<file path="config.mk">
export PLATFORM = sky130hd
export DESIGN_NAME = wb_trace_fifo
export DESIGN_NICKNAME = d
export VERILOG_FILES = /design/src/rtl/wb_trace_pkg.sv /design/src/rtl/wb_trace_fifo_sync_fifo.sv /design/src/rtl/wb_trace_fifo.sv
export SDC_FILE = /design/constraint.sdc
export NUM_CORES = 1
export LEC_CHECK = 0
export CAP_MARGIN = 20
export CORE_ASPECT_RATIO = 1.5
export CORE_UTILIZATION = 40
export CTS_BUF_LIST = sky130_fd_sc_hd__clkbuf_4 sky130_fd_sc_hd__clkbuf_8
export CTS_CLUSTER_DIAMETER = 50
export DETAILED_ROUTE_END_ITERATION = 7
export GPL_ROUTABILITY_DRIVEN = 1
export PLACE_DENSITY = 0.57
export SYNTH_ARGS = -nofsm -noshare
export SYNTH_HDL_FRONTEND = slang
export SYNTH_HIERARCHICAL = 1
export SYNTH_SLANG_ARGS = --single-unit
</file>
<file path="constraint.sdc">
create_clock -name clk -period 6.49 [get_ports clk]
set_input_delay 1.6225 -clock clk [delete_from_list [all_inputs] [get_ports clk]]
set_output_delay 1.6225 -clock clk [all_outputs]
set_load 0.05 [all_outputs]
</file>
<file path="src/rtl/wb_trace_pkg.sv">
// Shared constants and the trace entry layout for the writeback trace FIFO.
package wb_trace_pkg;

  localparam int XLEN  = 32;
  localparam int REG_W = 5;
  localparam int SEQ_W = 16;

  typedef struct packed {
    logic [SEQ_W-1:0] seq;
    logic [REG_W-1:0] rd;
    logic [XLEN-1:0]  data;
  } trace_entry_t;

endpackage

</file>
<file path="src/rtl/wb_trace_fifo_sync_fifo.sv">
// Generic first-word-fall-through FIFO with push/pop/flush; the head reads as zero while empty.
module sync_fifo #(
  parameter type T     = logic [7:0],
  parameter int  DEPTH = 16
) (
  input  logic                   clk,
  input  logic                   rst_n,
  input  logic                   i_flush,
  input  logic                   i_push,
  input  logic                   i_pop,
  input  T                       i_data,
  output T                       o_data,
  output logic                   o_empty,
  output logic                   o_full,
  output logic [$clog2(DEPTH):0] o_count
);

  localparam int AW = $clog2(DEPTH);
  localparam logic [AW:0] FULL_CNT = DEPTH[AW:0];

  // Pointers carry one extra bit so full and empty differ after wrap-around.
  logic [AW:0] r_wr;
  logic [AW:0] r_rd;
  T            r_mem [DEPTH];
  logic        w_do_push;
  logic        w_do_pop;

  assign o_count   = r_wr - r_rd;
  assign o_empty   = (r_wr == r_rd);
  assign o_full    = (o_count == FULL_CNT);
  assign w_do_pop  = i_pop && !o_empty;
  assign w_do_push = i_push && (!o_full || w_do_pop);

  always_ff @(posedge clk or negedge rst_n) begin
    if (!rst_n) begin
      r_wr <= '0;
      r_rd <= '0;
    end else if (i_flush) begin
      r_wr <= '0;
      r_rd <= '0;
    end else begin
      if (w_do_push) r_wr <= r_wr + 1'b1;
      if (w_do_pop)  r_rd <= r_rd + 1'b1;
    end
  end

  always_ff @(posedge clk) begin
    if (w_do_push && !i_flush) r_mem[r_wr[AW-1:0]] <= i_data;
  end

  always_comb begin
    o_data = '0;
    if (!o_empty) o_data = r_mem[r_rd[AW-1:0]];
  end

endmodule

</file>
<file path="src/rtl/wb_trace_fifo.sv">
// Captures architectural register writes leaving WB as sequenced trace entries
// and buffers them for a valid/ready consumer; drops are counted, never stalled.
module wb_trace_fifo
  import wb_trace_pkg::*;
#(
  parameter int DEPTH = 16
) (
  input  logic                   clk,
  input  logic                   reset,
  input  logic                   wb_we,
  input  logic [REG_W-1:0]       wb_rd,
  input  logic [XLEN-1:0]        wb_data,
  input  logic                   flush,
  output logic                   trace_valid,
  input  logic                   trace_ready,
  output logic [REG_W-1:0]       trace_rd,
  output logic [XLEN-1:0]        trace_data,
  output logic [SEQ_W-1:0]       trace_seq,
  output logic [$clog2(DEPTH):0] count,
  output logic                   full,
  output logic [15:0]            overflow_cnt
);

  function automatic logic [15:0] sat_inc(input logic [15:0] v);
    return (v == 16'hFFFF) ? v : v + 16'd1;
  endfunction

  logic [SEQ_W-1:0] r_seq;
  logic [15:0]      r_ovf;
  logic             w_commit;
  logic             w_pop;
  logic             w_push;
  logic             w_drop;
  logic             w_empty;
  trace_entry_t     w_in;
  trace_entry_t     w_head;

  assign w_commit = wb_we && (wb_rd != '0);
  assign w_pop    = trace_valid && trace_ready;
  // A full FIFO still accepts a commit when the head leaves in the same cycle.
  assign w_push   = w_commit && !flush && (!full || w_pop);
  assign w_drop   = w_commit && !flush && full && !w_pop;

  assign w_in = '{seq: r_seq, rd: wb_rd, data: wb_data};

  sync_fifo #(
    .T     (trace_entry_t),
    .DEPTH (DEPTH)
  ) u_fifo (
    .clk     (clk),
    .rst_n   (reset),
    .i_flush (flush),
    .i_push  (w_push),
    .i_pop   (w_pop),
    .i_data  (w_in),
    .o_data  (w_head),
    .o_empty (w_empty),
    .o_full  (full),
    .o_count (count)
  );

  // Sequence advances on every qualifying commit so gaps expose lost entries.
  always_ff @(posedge clk or negedge reset) begin
    if (!reset) begin
      r_seq <= '0;
      r_ovf <= '0;
    end else begin
      if (w_commit) r_seq <= r_seq + 1'b1;
      if (w_drop)   r_ovf <= sat_inc(r_ovf);
    end
  end

  assign trace_valid  = !w_empty;
  assign trace_rd     = w_head.rd;
  assign trace_data   = w_head.data;
  assign trace_seq    = w_head.seq;
  assign overflow_cnt = r_ovf;

endmodule

</file>
==> results by group, run 1 <==
Floorplanning
  • Initial Util: 0.405
  • Die height: 362 um
  • Die area: 87600 sq um
  • Chip width: between 200 and 250 um
  • Cell Rows: ~130
  • I/O pins: roughly 120
  • Placeable Area: around 85000 sq um

Cells and area
  • Area growth from synthesis to layout: 16.1%
  • Fraction of layout cells with a size suffix above 1: 0.303
  • Commonest non-fill, non-tap cell in the layout: edfxtp_1
  • Nets@finish: 1780
  • Finished Layout Cells: a little under 3000
  • Most frequent cells in the layout: edfxtp_1, mux4_2, clkbuf_8

Global route
  • First-pass GRT wire length: roughly 120000 um
  • Initial antenna violation count: 2
  • Largest net degree at the start of global routing: ~110
  • Total gr overflow: 0
  • GRT Util Overall: 0.183
  • Vias in the first global route: 17500

STA
  • Final hold vios: 0
  • Tmin final: 6.05 ns
  • Slew Limit Fails: 0
  • Slew HR: 0.235
  • Max Clock Freq: between 150 and 200 MHz
  • # setup viols final: 0
  • RSZ-0062 raised after global routing: false
  • Final critical-path share of the clock period: 0.932
  • Worst-margin pin slew: approximately 1.1 ns
  • Clock Skews: 0.0250 ns

CTS
  • Worst-Skew Late Latency: 0.78 ns
  • CTS tree: built
  • Max H-tree Level: 4
  • Max Buffers Root-to-Sink: 3
  • CTS Sinks: 890
  • Root Driver: clkbuf_8
  • Hold buffers post-CTS: 0
  • Post-CTS Setup Repair Bufs: 0
  • Clock transition at the registers of the reported paths: 0.06 ns
  • PostCTS Resize Cnt: 0
  • CTS Buf Count: about 140

Pwr
  • Pleak: 12.3 nW
  • Peak VDD IR: approximately 0.00018 V
  • Final Power: 11.6 mW
  • Power Dens Cells: slightly below 300 nW/um^2

Placement
  • DP HPWL: 44100 um
  • RePlAce Congestion: ~0.75
  • Placed cell count: ~2700
  • Port bufs: 117

Run status
  • Run status: finished clean

Synth
  • Seq/Total Area, Yosys: 0.768
  • Post-synth net total: about 1500
  • Ys Warns: 6
  • Cell Area, Synth: 34500 sq um
  • Synth top area share: 0.737
  • Yosys cell types: 42
  • Syn Area/Cell: roughly 23 sq um
  • Number of synthesized flops with an enable pin: between 800 and 900
  • Largest cells by area after synthesis: edfxtp_1, mux4_2, dfrtp_1
  • Cells after Synth: about 1500
  • #FFs+latches synth: 890
  • Synth area leader: edfxtp_1
  • Async SR Flop Fraction: 0.0472
  • Ys flop type: edfxtp_1

Route
  • Antenna viol nets, final: 0
  • Number of vias per cell: ~5.5
  • Starting DRT DRC Count: 1195
  • Final WL: about 78000 um
  • Pre-Repair DR Iteration Count: 5
  • Via count: roughly 16000
  • # DRC: 0
  • Routed len/inst: between 20 and 30 um

Critical path
  • Reg2Reg Depth: 14
  • Crit path to: trace_seq[10]
  • Kind of cell adding the most delay to the critical path: buffers and inverters
  • CP Max Fanout: 32
  • CP max stage delay: 0.74 ns
  • Critical R2R Launch: u_fifo/r_rd[0]
  • Bufs and invs on worst path: 3
  • CP Launch Point: u_fifo/r_rd[1]
  • Required time of the critical path: ~4.9 ns
  • Number of cells on the critical path: 7
  • Worst Path Arrival: approximately 4.4 ns
  • Cell Chain, Critical Path: inv_1 > ha_1 > nand4_1 > nor2_4 > buf_4 > nor2b_1 > clkdlybuf4s50_1
  • Worst R2R Setup Slack: around 1.2 ns
  • Slowest cell on crit path: dfrtp_4
  • Crit end category: output port
  • Critical path class: flop to output port
  • RR Endpoint: u_fifo/r_mem[8][11]
  • Startpoint types: flop

Run
  • Max-cap violations: 0

Hold path
  • Worst Hold Class: flop to flop
  • Min-delay src: overflow_cnt[10]
worst min-delay path by stage:
stage | to | depth (start not counted)
3_3_place_gp | overflow_cnt[10] | 1
4_1_cts | overflow_cnt[10] | 1
5_1_grt | overflow_cnt[10] | 1
3_5_place_dp | overflow_cnt[10] | 1
6_report | overflow_cnt[10] | 1
2_1_floorplan | u_fifo/r_rd[4] | 2
stage by stage:
step	hold WS, ns	cell area, sq um	util	TNS [ns]	worst slack [ns]
6_report	0.514	40100	0.471	0	0.442
5_1_grt	0.543	40100	0.471	0	0.113
4_1_cts	0.518	40100	0.470	0	0.206
3_5_place_dp	0.504	37500	0.440	0	0.685
3_3_place_gp	0.493	37500	0.440	0	0.662
2_1_floorplan	0.523	34500	-	-411.38	-0.493
Yosys cell counts, types with 2 or more instances:
cell and instances:
inv_1 11, nand4_1 16, nor3_1 3, buf_2 9, nand2_1 33, mux4_2 265, and3_1 9, xnor2_1 29
o311ai_0 5, nand3_1 15, edfxtp_1 848, mux2_2 3, buf_1 8, o21ai_0 4, ha_1 11, nor2b_1 58
buf_4 10, clkbuf_1 38, or4_1 2, and2_2 2, nor2_1 32, a21oi_1 8, a41oi_1 2, xor2_1 5
dfrtp_1 42, buf_6 10, o21a_1 2
logic make-up (layout without fill, tap and decap cells):
kind of cell | after synthesis | in the layout | synth area share
mux | 269 | 269 | 0.174
flops | 890 | 890 | 0.768
simple gates | 178 | 178 | 0.0273
fa+ha+maj | 12 | 12 | 0.00456
xor+xnor | 34 | 34 | 0.00862
compound gates | 25 | 25 | 0.00485
other cells | 0 | 1 | 0
buf+inv | 87 | 415 | 0.0130
registers in the layout, indices dropped and copies added (netlist names):
register,count
overflow_cnt,16
u_fifo/r_mem,848
r_seq,16
u_fifo/r_rd,5
u_fifo/r_wr,5
cell type report:
cell class                      count  area, sq um
Inverter                           12         47.5
Sequential cell                   890        26500
Timing Repair Buffer              167         1820
Multi-Input combinational cell    518         7710
Tap cell                         1130         1410
Antenna cell                        1         2.50
Fill cell                        7124        45100
Clock buffer                      190         2330
Clock inverter                     46          259
metal layers:
metal | share of wire | GRT usage
met5 | 0 | 0
met4 | 0.019 | 0.0558
met3 | 0.040 | 0.0355
met2 | 0.52 | 0.314
met1 | 0.42 | 0.234
where the power goes:
group          leakage (nW)  internal, mW  switching (mW)
Sequential             8.23          6.41           0.115
Combinational          2.71         0.238           0.397
Clock                  1.36          2.36            2.10
Total                  12.3          9.01            2.61
Power figures use the tool's default switching activity.
==> inputs of run 2 (changes only) <==
--- a/config.mk
+++ b/config.mk
@@ -12,6 +12,7 @@
 export CTS_CLUSTER_DIAMETER = 50
 export DETAILED_ROUTE_END_ITERATION = 7
 export GPL_ROUTABILITY_DRIVEN = 1
+export MAX_ROUTING_LAYER = met4
 export PLACE_DENSITY = 0.57
 export SYNTH_ARGS = -nofsm -noshare
 export SYNTH_HDL_FRONTEND = slang
==> run 2 against run 1 <==
- global-route usage is 0.55 points higher
- routed wire length hardly changed
- critical path depth stayed put
- final area stayed put
- first-iteration DRC count is 0.17% higher
- clock skew is 0.00062 ns lower
- hold slack hardly changed
- worst setup slack better by 0.026 ns
- clock power hardly changed
- final cell count stayed put
- sequential share of layout area stayed put
- combinational power hardly changed
==> results by group, run 2 (synthesized netlist as in run 1, its figures left out) <==
Floorplanning
  • Initial Util: 0.405 (unchanged)
  • Die area: 87600 sq um (unchanged)
  • Placeable Area: 85200 sq um (unchanged)
  • Chip width: 242 um (unchanged)
  • I/O pins: 118 (unchanged)
  • Die height: 362 um (unchanged)
  • Cell Rows: 131 (unchanged)

Global route
  • GRT Util Overall: 0.188 (+0.00549)
  • GR met3 Demand/Resource: 0.0335 (-0.00200)
  • Layer with the highest usage: met2
  • Largest net degree at the start of global routing: 114 (unchanged)
  • M1 GR Usage: 0.234 (+0.000307)
  • Met2 global-route usage: 0.315 (+0.000451)
  • First-pass GRT wire length: 117000 um (about the same)
  • Total gr overflow: 0 (unchanged)
  • Vias in the first global route: 17500 (-0.13%)
  • Initial antenna violation count: 2 (unchanged)

CTS
  • Max H-tree Level: 4 (unchanged)
  • CTS Sinks: 890 (unchanged)
  • Hold buffers post-CTS: 0 (unchanged)
  • PostCTS Resize Cnt: 0 (unchanged)
  • Post-CTS Setup Repair Bufs: 0 (unchanged)
  • CTS Buf Count: 137 (unchanged)
  • Max Buffers Root-to-Sink: 3 (unchanged)
  • Worst-Skew Late Latency: 0.79 ns (about the same)
  • Clock transition at the registers of the reported paths: 0.06 ns (about the same)
  • CTS tree: built
  • Root Driver: clkbuf_8

Critical path
  • CP max stage delay: 0.74 ns (about the same)
  • Slowest cell on crit path: dfrtp_4
  • Worst Path Arrival: 4.40 ns (-0.03 ns)
  • Cell Chain, Critical Path: inv_1 > ha_1 > nand4_1 > nor2_4 > buf_4 > nor2b_1 > clkdlybuf4s50_1
  • Required time of the critical path: 4.87 ns (about the same)
  • Startpoint types: flop
  • Crit end category: output port
  • Critical path class: flop to output port
  • CP Max Fanout: 32 (unchanged)

Route
  • Number of vias per cell: 5.42 (-0.65%)
  • Pre-Repair DR Iteration Count: 5 (unchanged)
  • Antenna viol nets, final: 0 (unchanged)
  • Via count: 16000 (-0.65%)
  • Routed len/inst: 26.3 um (about the same)
  • Starting DRT DRC Count: 1197 (+0.17%)
  • Final WL: 77800 um (about the same)
  • # DRC: 0 (unchanged)

Pwr
  • Sw Ratio: 0.225 (+0.000534)
  • Final Power: 11.6 mW (about the same)
  • Clock power share: 0.384 (about the same)
  • Switch Pwr: 2.62 mW (+0.31%)
  • Sequential power share: 0.561 (about the same)
  • Power Dens Cells: 290 nW/um^2 (about the same)
  • Pleak: 12.3 nW (unchanged)
  • Pint: 9.01 mW (about the same)
  • Combinational share of power: 0.055 (about the same)
  • Peak VDD IR: 0.000174 V (-0.98%)

STA
  • # setup viols final: 0 (unchanged)
  • Clock Skews: 0.0243 ns (-0.000623 ns)
  • Slew HR: 0.228 (-0.00709)
  • Final hold vios: 0 (unchanged)
  • Max Clock Freq: 166 MHz (+0.43%)
  • Slew Limit Fails: 0 (unchanged)
  • Worst-margin pin slew: 1.16 ns (+0.0106 ns)
  • Fin Setup TNS: 0 ns (unchanged)
  • RSZ-0062 raised after global routing: false
  • Tmin final: 6.02 ns (-0.0260 ns)
  • Final critical-path share of the clock period: 0.928 (-0.00400)

Cells and area
  • Most frequent cells in the layout: edfxtp_1, mux4_2, clkbuf_8
  • Area growth from synthesis to layout: 16.1% (unchanged)
  • Fillers: 7126 (+0.028%)
  • Nets@finish: 1780 (unchanged)
  • Fraction of layout cells with a size suffix above 1: 0.303 (unchanged)
  • Final Core Density: 0.471 (unchanged)
  • Commonest non-fill, non-tap cell in the layout: edfxtp_1
  • Finished Cell Area: 40100 sq um (unchanged)
  • Max FFs per register: 848 (unchanged)

Run status
  • Run status: finished clean

Placement
  • Port bufs: 117 (unchanged)
  • DP HPWL: 44100 um (unchanged)
  • RePlAce Congestion: 0.755 (+1.3%)
  • DP Area: 37500 sq um (unchanged)

Hold path
  • Worst Hold Class: flop to flop

Run
  • Max-cap violations: 0 (unchanged)
[run 2: cell counts in the layout (fill, tap and decap cells not counted)]
Identical to the previous run, type by type.
[run 2: area by class of cell]
type / instances / area (sq um) / share of cell area
multi-input cells: 518 / 7710 / 0.192
well taps: 1130 / 1410 / 0.0353
flip-flops and latches: 890 / 26500 / 0.661
repair buffers: 167 / 1820 / 0.0453
clock buffers: 190 / 2330 / 0.0582
inverters: 12 / 47.5 / 0.00119
clock inverters: 46 / 259 / 0.00646
diodes: 1 / 2.50 / 0.0000624
[run 2: per-stage QoR]
step / hold WS (ns) / instances / setup slack, ns
detailed placement: 0.504 / 2716 / 0.685
CTS: 0.518 / 2952 / 0.206
global route: 0.543 / 2954 / 0.124
global placement: 0.493 / 2716 / 0.662
finish: 0.514 / 2954 / 0.468
floorplan: 0.523 / 1495 / -0.493
[run 2: power by group through the flow]
stage                     sequential [mW]  combinational (mW)  clock (mW)
final                                6.52               0.635        4.46
after floorplan                      6.61               0.379           0
after CTS                            6.53               0.651        4.60
after global placement               6.64               0.642           0
after global routing                 6.54               0.678        4.82
after detailed placement             6.65               0.648           0
[run 2: worst max-delay path, delay by kind of cell, from the launching register on]
| family | cells | cell delay, ns |
|---|---|---|
| adder cells (fa/ha/maj) | 1 | 0.33 |
| buffers and inverters | 3 | 1.44 |
| flip-flops | 1 | 0.74 |
| AND/OR/NAND/NOR | 3 | 1.07 |
[run 2: worst paths after layout]
check                           slack, ns             endpoint              from  depth (start not counted)
worst min register to register       0.51     overflow_cnt[10]  overflow_cnt[10]                          1
worst max register to register       1.31  u_fifo/r_mem[8][48]    u_fifo/r_rd[0]                         14
worst min-delay path                 0.51     overflow_cnt[10]  overflow_cnt[10]                          1
min in group asynchronous            0.98      overflow_cnt[5]             reset                          1
worst max-delay path                 0.47        trace_seq[10]    u_fifo/r_rd[1]                          7
max in group asynchronous            4.74       u_fifo/r_rd[0]             reset                          1
[run 2: layer usage]
metal,part of all wire,vias up
met4,0.020,0
met2,0.53,394
met1,0.42,8730
met3,0.038,116
li1,-,6764
met5,0,-
==> inputs of run 3 (changes only) <==
--- a/config.mk
+++ b/config.mk
@@ -11,9 +11,10 @@
 export CTS_BUF_LIST = sky130_fd_sc_hd__clkbuf_4 sky130_fd_sc_hd__clkbuf_8
 export CTS_CLUSTER_DIAMETER = 50
 export DETAILED_ROUTE_END_ITERATION = 7
+export DONT_BUFFER_PORTS = 1
 export GPL_ROUTABILITY_DRIVEN = 1
 export MAX_ROUTING_LAYER = met4
-export PLACE_DENSITY = 0.57
+export PLACE_DENSITY = 0.55
 export SYNTH_ARGS = -nofsm -noshare
 export SYNTH_HDL_FRONTEND = slang
 export SYNTH_HIERARCHICAL = 1
==> run 3 against run 2 <==
- worst setup slack improved by 0.082 ns
- non-clock buffer count decreased by 117
- utilization down 1.6 points
- critical path depth fell by 2
- sequential power barely moved
- via count is 1.5% lower
- die area did not move
- final cell count decreased by 4.0%
- first-iteration DRC count rose by 11%
==> results by group, run 3 (synthesized netlist as in run 1, its figures left out) <==
STA
  • Fin Setup TNS: 0 ns (unchanged)
  • Max Clock Freq: 168 MHz (+1.4%)
  • Clock Skews: 0.0340 ns (+0.00968 ns)
  • Final worst setup slack: 0.549 ns (+0.0815 ns)
  • Final hold vios: 0 (unchanged)
  • Hold slack: 0.528 ns (+0.0140 ns)
  • Worst-margin pin slew: 1.11 ns (-0.0462 ns)
  • Slew HR: 0.257 (+0.0293)
  • Final critical-path share of the clock period: 0.915 (-0.0126)
  • # setup viols final: 0 (unchanged)
  • RSZ-0062 raised after global routing: false
  • Tmin final: 5.94 ns (-0.0815 ns)
  • Slew Limit Fails: 0 (unchanged)

Route
  • Pre-Repair DR Iteration Count: 5 (unchanged)
  • Starting DRT DRC Count: 1325 (+11%)
  • # DRC: 0 (unchanged)
  • Routed len/inst: 27.6 um (+4.6%)
  • Number of vias per cell: 5.56 (+2.5%)
  • Final WL: 78200 um (+0.43%)
  • Antenna viol nets, final: 0 (unchanged)
  • Via count: 15800 (-1.5%)

Floorplanning
  • I/O pins: 118 (unchanged)
  • Chip width: 242 um (unchanged)
  • Die area: 87600 sq um (unchanged)
  • Die height: 362 um (unchanged)
  • Placeable Area: 85200 sq um (unchanged)
  • Cell Rows: 131 (unchanged)
  • Initial Util: 0.405 (unchanged)

Pwr
  • Pleak: 11.8 nW (-3.9%)
  • Clock power share: 0.386 (+0.002)
  • Pint: 8.82 mW (-2.1%)
  • Sw Ratio: 0.226 (+0.00107)
  • Switch Pwr: 2.58 mW (-1.5%)
  • Power Dens Cells: 294 nW/um^2 (+1.6%)
  • Combinational share of power: 0.040 (-0.015)
  • Peak VDD IR: 0.000167 V (-3.7%)
  • Sequential power share: 0.573 (+0.012)

Global route
  • GRT Util Overall: 0.189 (+0.000360)
  • Largest net degree at the start of global routing: 98 (-14%)
  • Total gr overflow: 0 (unchanged)
  • Initial antenna violation count: 6 (+4)
  • First-pass GRT wire length: 115000 um (-1.0%)
  • Vias in the first global route: 17200 (-1.9%)

Critical path
  • Required time of the critical path: 4.87 ns (about the same)
  • CP Max Fanout: 37 (+16%)
  • Critical R2R Launch: u_fifo/r_rd[0]
  • Worst Path Arrival: 4.32 ns (-0.08 ns)
  • RR Endpoint: u_fifo/r_mem[2][8]
  • Crit end category: output port
  • Reg2Reg Depth: 14 (unchanged)
  • Critical path class: flop to output port
  • Startpoint types: flop
  • Worst R2R Setup Slack: 1.16 ns (-0.15 ns)

Cells and area
  • Fraction of layout cells with a size suffix above 1: 0.321 (+0.0175)
  • Commonest non-fill, non-tap cell in the layout: edfxtp_1
  • Most frequent cells in the layout: edfxtp_1, mux4_2, clkbuf_8
  • Area growth from synthesis to layout: 12.1%
  • Nets@finish: 1662 (-6.6%)
  • Finished Layout Cells: 2836 (-4.0%)
  • Final Core Density: 0.454 (-0.0164)
  • Fillers: 7169 (+0.60%)
  • Max FFs per register: 848 (unchanged)

Placement
  • Port bufs: 0 (-100%)
  • Placed cell count: 2600 (-4.3%)
  • DP HPWL: 40000 um (-9.1%)
  • RePlAce Congestion: 0.745 (-1.3%)
  • Place WS: 1.13 ns (+0.445 ns)

CTS
  • Worst-Skew Late Latency: 0.79 ns (about the same)
  • Hold buffers post-CTS: 0 (unchanged)
  • Max H-tree Level: 4 (unchanged)
  • Max Buffers Root-to-Sink: 3 (unchanged)
  • CTS Buf Count: 136 (-0.73%)
  • CTS tree: built
  • Post-CTS Setup Repair Bufs: 0 (unchanged)
  • Root Driver: clkbuf_8
  • Clock transition at the registers of the reported paths: 0.06 ns (about the same)
  • PostCTS Resize Cnt: 0 (unchanged)
  • CTS Sinks: 890 (unchanged)

Run status
  • Run status: finished clean

Run
  • Max-cap violations: 0 (unchanged)

Hold path
  • Worst Hold Class: input port to asynchronous set/reset pin
run 3: cell count changes in the layout (fill, tap and decap cells not counted), moves of 4 or more:
cell	delta
buf_12	-14
clkbuf_4	-7
clkinv_1	+4
clkdlybuf4s50_1	-116
clkbuf_8	-6
buf_4	+14
clkinv_2	+4
run 3: power groups by stage:
stage | Combinational (mW) | Sequential [mW] | Clock [mW]
global route | 0.490 | 6.55 | 4.74
finish | 0.458 | 6.54 | 4.40
floorplan | 0.379 | 6.61 | 0
detailed placement | 0.470 | 6.66 | 0
CTS | 0.470 | 6.54 | 4.53
global placement | 0.467 | 6.65 | 0
run 3: area by class of cell:
type                       instances  area, sq um  share of cell area
clock buffer                     177         2200              0.0568
multi-input combinational        518         7710               0.199
clock inverter                    58          338             0.00873
tap                             1130         1410              0.0365
sequential                       890        26500               0.685
timing repair buffer              50          475              0.0123
antenna                            1         2.50           0.0000646
inverter                          12         47.5             0.00123
run 3: through the flow:
step,power (mW),cell area [sq um]
floorplan,6.99,34500
global placement,7.11,36200
detailed placement,7.13,36200
CTS,11.5,38700
global route,11.8,38700
finish,11.4,38700
run 3: worst max path at each step:
| stage | startpoint | endpoint | slack [ns] | depth (start not counted) |
|---|---|---|---|---|
| 2_1_floorplan | u_fifo/r_rd[1] | u_fifo/r_mem[4][0] | -0.49 | 16 |
| 3_3_place_gp | u_fifo/r_rd[0] | u_fifo/r_mem[2][48] | 1.02 | 14 |
| 3_5_place_dp | u_fifo/r_rd[0] | u_fifo/r_mem[2][48] | 1.13 | 14 |
| 4_1_cts | u_fifo/r_rd[0] | trace_seq[13] | 0.30 | 5 |
| 5_1_grt | u_fifo/r_rd[0] | trace_data[3] | 0.20 | 5 |
| 6_report | u_fifo/r_rd[0] | trace_seq[13] | 0.55 | 5 |
run 3: critical path, cell delays in order (launching register included):
cell and delay [ns]:
dfrtp_4 0.80, buf_4 0.69, buf_4 0.56, mux4_2 0.57
mux4_2 0.53, nor2b_1 0.33
run 3: routing by layer:
metal | wire length, um | global-route usage
met5 | 0 | -
met4 | 1520 | 0.0572
met3 | 4720 | 0.0452
met2 | 40000 | 0.307
met1 | 32000 | 0.234
